<file path="src/rtl/regfl_wr_arb.sv">
// regfl_wr_arb -- round-robin arbiter for the single write port of regfl_4x8.
//
// Four requesters share one write port. Each grant is a two-cycle
// transaction: a grant/write cycle (state WRITE, wr_e high) followed by a
// recovery cycle back in IDLE, where the next arbitration happens.
//
// Optional feature: define REGFL_ARB_LOCK_EN to add the `lock` port and a
// lock-owner register that lets a requester hold the port for a burst.
//
// Ports:
//   clk       rising-edge clock
//   rst_b     asynchronous active-low reset
//   req       per-requester request, held with stable payload until gnt
//   req_addr  requester k address at [2k+1:2k]
//   req_data  requester k data at [8k+7:8k]
//   lock      per-requester burst lock (REGFL_ARB_LOCK_EN only)
//   gnt       registered one-hot grant, one cycle wide
//   wr_e      registered write enable to the register file
//   wr_addr   registered write address (holds last value when idle)
//   wr_data   registered write data (holds last value when idle)
//   busy      high while the FSM is in WRITE
module regfl_wr_arb #(
    parameter int NREQ = 4,
    parameter int DW   = 8,
    parameter int AW   = 2
) (
    input  logic                 clk,
    input  logic                 rst_b,
    input  logic [NREQ-1:0]      req,
    input  logic [NREQ*AW-1:0]   req_addr,
    input  logic [NREQ*DW-1:0]   req_data,
`ifdef REGFL_ARB_LOCK_EN
    input  logic [NREQ-1:0]      lock,
`endif
    output logic [NREQ-1:0]      gnt,
    output logic                 wr_e,
    output logic [AW-1:0]        wr_addr,
    output logic [DW-1:0]        wr_data,
    output logic                 busy
);

    typedef enum logic {IDLE, WRITE} state_t;

    state_t          state, state_nx;
    logic [AW-1:0]   ptr, ptr_nx;
    logic [NREQ-1:0] gnt_nx;
    logic            wr_e_nx;
    logic [AW-1:0]   wr_addr_nx;
    logic [DW-1:0]   wr_data_nx;
    logic [AW-1:0]   rr_win;
    logic [AW-1:0]   win;
    logic [AW-1:0]   idx;
    logic            found;
    logic            lock_hit;

`ifdef REGFL_ARB_LOCK_EN
    logic            lock_vld, lock_vld_nx;
    logic [AW-1:0]   lock_own, lock_own_nx;
`endif

    // Round-robin search starting one past the last winner; i == NREQ
    // wraps back to ptr itself, so the last winner has lowest priority.
    always_comb begin
        rr_win = ptr;
        found  = 1'b0;
        idx    = '0;
        for (int i = 1; i <= NREQ; i++) begin
            idx = ptr + AW'(i);
            if (!found && req[idx]) begin
                rr_win = idx;
                found  = 1'b1;
            end
        end
    end

`ifdef REGFL_ARB_LOCK_EN
    // A locked owner that is still requesting overrides round-robin.
    assign lock_hit = lock_vld && req[lock_own];
    assign win      = lock_hit ? lock_own : rr_win;
`else
    assign lock_hit = 1'b0;
    assign win      = rr_win;
`endif

    always_comb begin
        state_nx   = state;
        ptr_nx     = ptr;
        gnt_nx     = '0;
        wr_e_nx    = 1'b0;
        wr_addr_nx = wr_addr;
        wr_data_nx = wr_data;
`ifdef REGFL_ARB_LOCK_EN
        lock_vld_nx = lock_vld;
        lock_own_nx = lock_own;
`endif
        case (state)
            IDLE: begin
                if (|req) begin
                    state_nx   = WRITE;
                    gnt_nx     = NREQ'(1) << win;
                    wr_e_nx    = 1'b1;
                    wr_addr_nx = req_addr[int'(win)*AW +: AW];
                    wr_data_nx = req_data[int'(win)*DW +: DW];
                    // A lock-granted burst leaves the rotation where it was.
                    ptr_nx     = lock_hit ? ptr : win;
`ifdef REGFL_ARB_LOCK_EN
                    lock_vld_nx = lock[win];
                    lock_own_nx = win;
`endif
                end else begin
`ifdef REGFL_ARB_LOCK_EN
                    // Owner is not requesting: release the lock.
                    lock_vld_nx = 1'b0;
`endif
                end
            end
            WRITE: begin
                // Recovery: requests are ignored; requesters update payload
                // on this edge.
                state_nx = IDLE;
            end
            default: state_nx = IDLE;
        endcase
    end

    always_ff @(posedge clk or negedge rst_b) begin
        if (!rst_b) begin
            state   <= IDLE;
            ptr     <= AW'(NREQ - 1);   // requester 0 first after reset
            gnt     <= '0;
            wr_e    <= 1'b0;
            wr_addr <= '0;
            wr_data <= '0;
        end else begin
            state   <= state_nx;
            ptr     <= ptr_nx;
            gnt     <= gnt_nx;
            wr_e    <= wr_e_nx;
            wr_addr <= wr_addr_nx;
            wr_data <= wr_data_nx;
        end
    end

`ifdef REGFL_ARB_LOCK_EN
    always_ff @(posedge clk or negedge rst_b) begin
        if (!rst_b) begin
            lock_vld <= 1'b0;
            lock_own <= '0;
        end else begin
            lock_vld <= lock_vld_nx;
            lock_own <= lock_own_nx;
        end
    end
`endif

    assign busy = (state == WRITE);

endmodule

</file>
<file path="config.mk">
export PLATFORM = sky130hd
export DESIGN_NAME = regfl_wr_arb
export DESIGN_NICKNAME = d
export VERILOG_FILES = /design/src/rtl/regfl_wr_arb.sv
export SDC_FILE = /design/constraint.sdc
export NUM_CORES = 1
export LEC_CHECK = 0
export CAP_MARGIN = 20
export CORE_MARGIN = 2
export CORE_UTILIZATION = 38
export DETAILED_ROUTE_END_ITERATION = 12
export PLACE_DENSITY_LB_ADDON = 0.3
export SKIP_LAST_GASP = 1
export SYNTH_ARGS = -nofsm -noshare
export SYNTH_HDL_FRONTEND = slang
export SYNTH_SLANG_ARGS = --single-unit
</file>
<file path="constraint.sdc">
create_clock -name clk -period 3.4 [get_ports clk]
set_clock_uncertainty 0.15 [all_clocks]
set_input_delay 0.68 -clock clk [delete_from_list [all_inputs] [get_ports clk]]
set_output_delay 0.68 -clock clk [all_outputs]
set_load 0.01 [all_outputs]
</file>
# Word-level counts from Yosys, hierarchy flattened
# Index checks and enable logic that the tools add are counted.
# W data, S select, Z words.
# word_totals
regBits,18
inputBits,46
out_inout_bits,16
word_cells,45
# op_classes
n_addsub,3
magnitude_cmp,4
shifts,3
mux,20
bitwise,1
n_reduce_logical,8
# op_table
op,n
$shiftx A32 B6 Y8,1
$lt A2 B3 Y1 const B,4
$mux W1,9
$bmux W1 S2,4
$mux W2,4
$mux W4,2
$shiftx A8 B4 Y2,1
$add A2 B2 Y2 const B,2
$reduce_or A4 Y1,1
$shl A1 B2 Y4 const A,1
$logic_and A1 B1 Y1,3
$logic_not A1 Y1,3
$add A2 B1 Y2 const B,1
$pmux W1 S2,1
$reduce_and A2 Y1,1
$not A1 Y1,1

# Longest topological paths before layout
# depth
ltp_word,16
ltp_mapped,6
ltp_nobuf,5

# Worst setup path after synthesis
# OpenSTA, ideal clock, no wires.
# synth_path
kind,input to register
from,input req[0]
to,register wr_addr[0]
setup_ns,0.142
arrival_time_ns,1.617
required_time_ns,3.108
slack_ns,1.490
path_stages,6
path_buffers,1
cell_sequence,a21oi_1 -> a31oi_1 -> a22oi_1 -> nand2b_1 -> clkbuf_1 -> o221ai_1
# synth_via
elab_chain_cells,13
elab_cells_between_ends,24
cone_classes,shift (1); mux (15); reduce/logical (8)
# synth_rtl
item,line,rtl
start: declaration,29,"input logic [NREQ-1:0] req,"
$bmux W1 S2,69,if (!found && req[idx]) begin
$mux W1 (not written as such),69,
$mux W1,69,
$logic_not A1 Y1,69,
$logic_and A1 B1 Y1,69,
$mux W1,69,
$logic_not A1 Y1,69,
$logic_and A1 B1 Y1,69,
$mux W1,69,
$logic_not A1 Y1,69,
$logic_and A1 B1 Y1,69,
$mux W2,69,
$shiftx A8 B4 Y2,102,wr_addr_nx = req_addr[int'(win)*AW +: AW];
end signal: assignment,139,wr_addr <= wr_addr_nx;
end: declaration,37,"output logic [AW-1:0] wr_addr,"
# Several ways; a longest one is shown, not always the timed one. The select of a mux whose other input is x is not followed.
# A chain may end at the register's enable or synchronous reset.

# Final worst setup path
# layout_path
from,input req[2]
to,register wr_data[5]
# layout_via
elab_chain_cells,13
elab_cells_between_ends,24
cone_classes,shift (1); mux (15); reduce/logical (8)
# layout_rtl
item,line,rtl
$bmux W1 S2,69,
$mux W1 (not written as such),69,
$mux W1,69,
$logic_not A1 Y1,69,
$logic_and A1 B1 Y1,69,
$mux W1,69,
$logic_not A1 Y1,69,
$logic_and A1 B1 Y1,69,
$mux W1,69,
$logic_not A1 Y1,69,
$logic_and A1 B1 Y1,69,
$mux W2,69,
$shiftx A32 B6 Y8,103,wr_data_nx = req_data[int'(win)*DW +: DW];
end signal: assignment,140,wr_data <= wr_data_nx;
end: declaration,38,"output logic [DW-1:0] wr_data,"
# Several ways; a longest one is shown, not always the timed one. The select of a mux whose other input is x is not followed.

==> impl_metrics.toml <==
[synth]
synth.most_common_cell = "mux2i_1"
syn-instance-count = 87
ys.flop_type = "dfrtp_1"
synthTopCellsByArea = "dfrtp_1 40%, mux2i_1 22%, o221ai_1 9.2%, dfstp_2 5.5%, nand2_1 5.1%"
ys_ff_latch = 17
yosysWarnings = 0
yosysSeqAreaShare_pct = 45.1
synth_cell_types = 24
synth.avg_cell_area_um2 = 10.9
syn_nets = 133
netlist_area_um2 = 948
synth_top_area_cell = "dfrtp_1"
synth_edf_count = 0
synthArstFlopShare_pct = 100
synthTopCellsByCount = "21 x mux2i_1, 15 x dfrtp_1, 13 x nand2_1, 10 x o221ai_1, 4 x nor2_1"
yosysTopAreaCellShare_pct = 39.6

[global_routing]
grt-ovfl-total = 0
grt_pass1_vias = 935
antenna_found_initial = 0
grt_use_total_pct = 18.5
use_met3_pct = 5.83
grt_pass1_wl_um = 3820
met1_usage_pct = 18.6
grt.busiest_layer = "met2"
grt_max_degree = 26
met2_usage_pct = 35.0

[critical_path]
end_kind = "flop"
reg2reg_to = "wr_data[5]$_DFFE_PN0P_"
reg2reg_depth = 5
r2r_start = "ptr[1]$_DFFE_PN1P_"
ff2ff_setup_slack_ns = 1.43
setup.worst_path.class = "in -> reg"
critPathBufInv = 2
cp_max_fo = 12
crit_family = "buffers and inverters"
critPathMaxStageDelay_ns = 0.47
worst_path_max_delay_cell = "clkdlybuf4s50_1"
start_kind = "input pin"
crit_arrival_ns = 2.38
crit_chain = "clkdlybuf4s50_1 > nor2_1 > a21o_1 > inv_2 > nand2b_1 > o221ai_1"
critPathRequiredTime_ns = 3.39

[sta]
slew_headroom_pct = 51.4
tns_ns = 0
post-route-period-util_pct = 70.1
setup_violations = 0
fmax_mhz = 419
worst_slew_pin_slew_ns = 0.726
slew_viol_final = 0
hold_viol_final = 0
rsz0062_at_grt = "false"
period_minus_slack_ns = 2.38

[drt]
drtPass1Iterations = 5
drt-total-wl_um = 2450
drt_iter0_drc = 8
antenna_left = 0
drc = 0
wl_per_cell_um = 13.8
routed_via_density = 5.16
vias = 914

[cts]
ctsHoldBuffers = 0
clk_pin_slew_ns = 0.09
post_cts_buffers = 0
clk_latency_ns = 0.29
cts_root_buf = "clkbuf_4"
cts_resized = 0
cts_sinks = 17
cts_tree = "done"
h-tree-depth = 1
clockBufferDepth = 2
cts_buffers = 3

[min_path]
min_to = "wr_data[2]$_DFFE_PN0P_"
hold_path.class = "reg -> reg"
min_path_cells = 2
hold_start = "wr_data[2]$_DFFE_PN0P_"

[floorplanning]
die_h_um = 54.0
design.die.area_um2 = 2910
pin_count = 62
die_w_um = 54.0
rows = 18
initial_utilization_pct = 39.4
core_um2 = 2410

[cells_and_area]
area_delta_synth_final_pct = 67.2
nNetsFinal = 194
drive_above_1_share_pct = 6.12
n_antenna_cell = 0
post-route-util_pct = 65.8

[place]
portBuffers = 61
hpwl_um = 1970
place_congestion = 0.619

[power_and_ir_drop]
clock_power_share_pct = 9.9
p_per_area_nw_per_um2 = 670
pwr-share-seq_pct = 33.8
internal_power_uw = 674
leakagePower_nw = 0.693
p_sw_uw = 387
ir_drop_mv = 0.390
comb_power_share_pct = 56.3
switching_share_pct = 36.5

[run]
max_cap_violations = 0

[outcome]
status = "completed"
through the flow:
step	power (mW)	instance area [µm²]	setup slack [ns]	instances	hold WS, ns
2_1_floorplan	0.723	948	1.49	87	0.234
3_3_place_gp	0.947	1560	0.828	173	0.328
3_5_place_dp	0.967	1560	0.687	173	0.330
4_1_cts	1.07	1590	1.01	177	0.356
5_1_grt	1.14	1590	0.855	177	0.384
6_report	1.06	1590	1.02	177	0.360
sequential cells by signal, indices dropped and copies added, names as in the netlist:
name	count
ptr	2
wr_addr	2
busy	1
gnt	4
wr_data	8
layout make-up:
cell class                      count  area (µm²)
Clock buffer                        4        26.3
Fill cell                         206         825
Inverter                            4        15.0
Multi-Input combinational cell     60         460
Sequential cell                    17         428
Tap cell                           30        37.5
Timing Repair Buffer               62         618
cells by family (layout without fill, tap and decap cells):
| family | Yosys count | in the layout | synth area share [%] |
|---|---|---|---|
| multiplexers | 21 | 21 | 22.2 |
| AND/OR/NAND/NOR | 21 | 21 | 9.24 |
| flip-flops | 17 | 17 | 45.1 |
| buffers and inverters | 10 | 70 | 6.33 |
| AO/OA/AOI/OAI | 18 | 18 | 17.1 |
worst min-delay path, delay by kind of cell (launching register included):
kind,cells,cell delay [ns]
flip-flops,1,0.36
AO/OA/AOI/OAI,1,0.06
AND/OR/NAND/NOR,1,0.05
layer usage:
metal	vias to the layer above	wire length (µm)	share of wire (%)
met5	-	0	0
met3	2	167	6.8
met4	0	15	0.61
met2	49	1350	55
met1	423	918	37
li1	440	-	-
cell usage in the layout (no fill, tap or decap), drive strengths merged:
cell type	instances
a31oi	1
a21oi	1
clkdlybuf4s50	61
o21ai	2
clkbuf	4
a21o	1
inv	4
buf	1
nand3	1
mux2i	21
a22oi	2
dfrtp	15
nand2b	1
and3	1
nor2	4
o221ai	11
nor2b	1
dfstp	2
nand2	13
how the worst max path moves through the flow:
| stage | cells after the start | slack, ns | to | from |
|---|---|---|---|---|
| 2_1_floorplan | 6 | 1.49 | wr_addr[0]$_DFFE_PN0P_ | req[0] |
| 3_3_place_gp | 6 | 0.83 | wr_data[2]$_DFFE_PN0P_ | req[2] |
| 3_5_place_dp | 6 | 0.69 | wr_data[5]$_DFFE_PN0P_ | req[2] |
| 4_1_cts | 6 | 1.01 | wr_data[5]$_DFFE_PN0P_ | req[2] |
| 5_1_grt | 6 | 0.86 | wr_data[5]$_DFFE_PN0P_ | req[3] |
| 6_report | 6 | 1.02 | wr_data[5]$_DFFE_PN0P_ | req[2] |
power by group through the flow:
stage	clock (mW)	sequential [mW]	combinational (mW)
2_1_floorplan	0	0.388	0.335
4_1_cts	0.105	0.358	0.608
3_5_place_dp	0	0.358	0.609
3_3_place_gp	0	0.359	0.588
6_report	0.105	0.359	0.598
5_1_grt	0.115	0.370	0.652
Note: power is estimated with default switching activity, not from simulation.
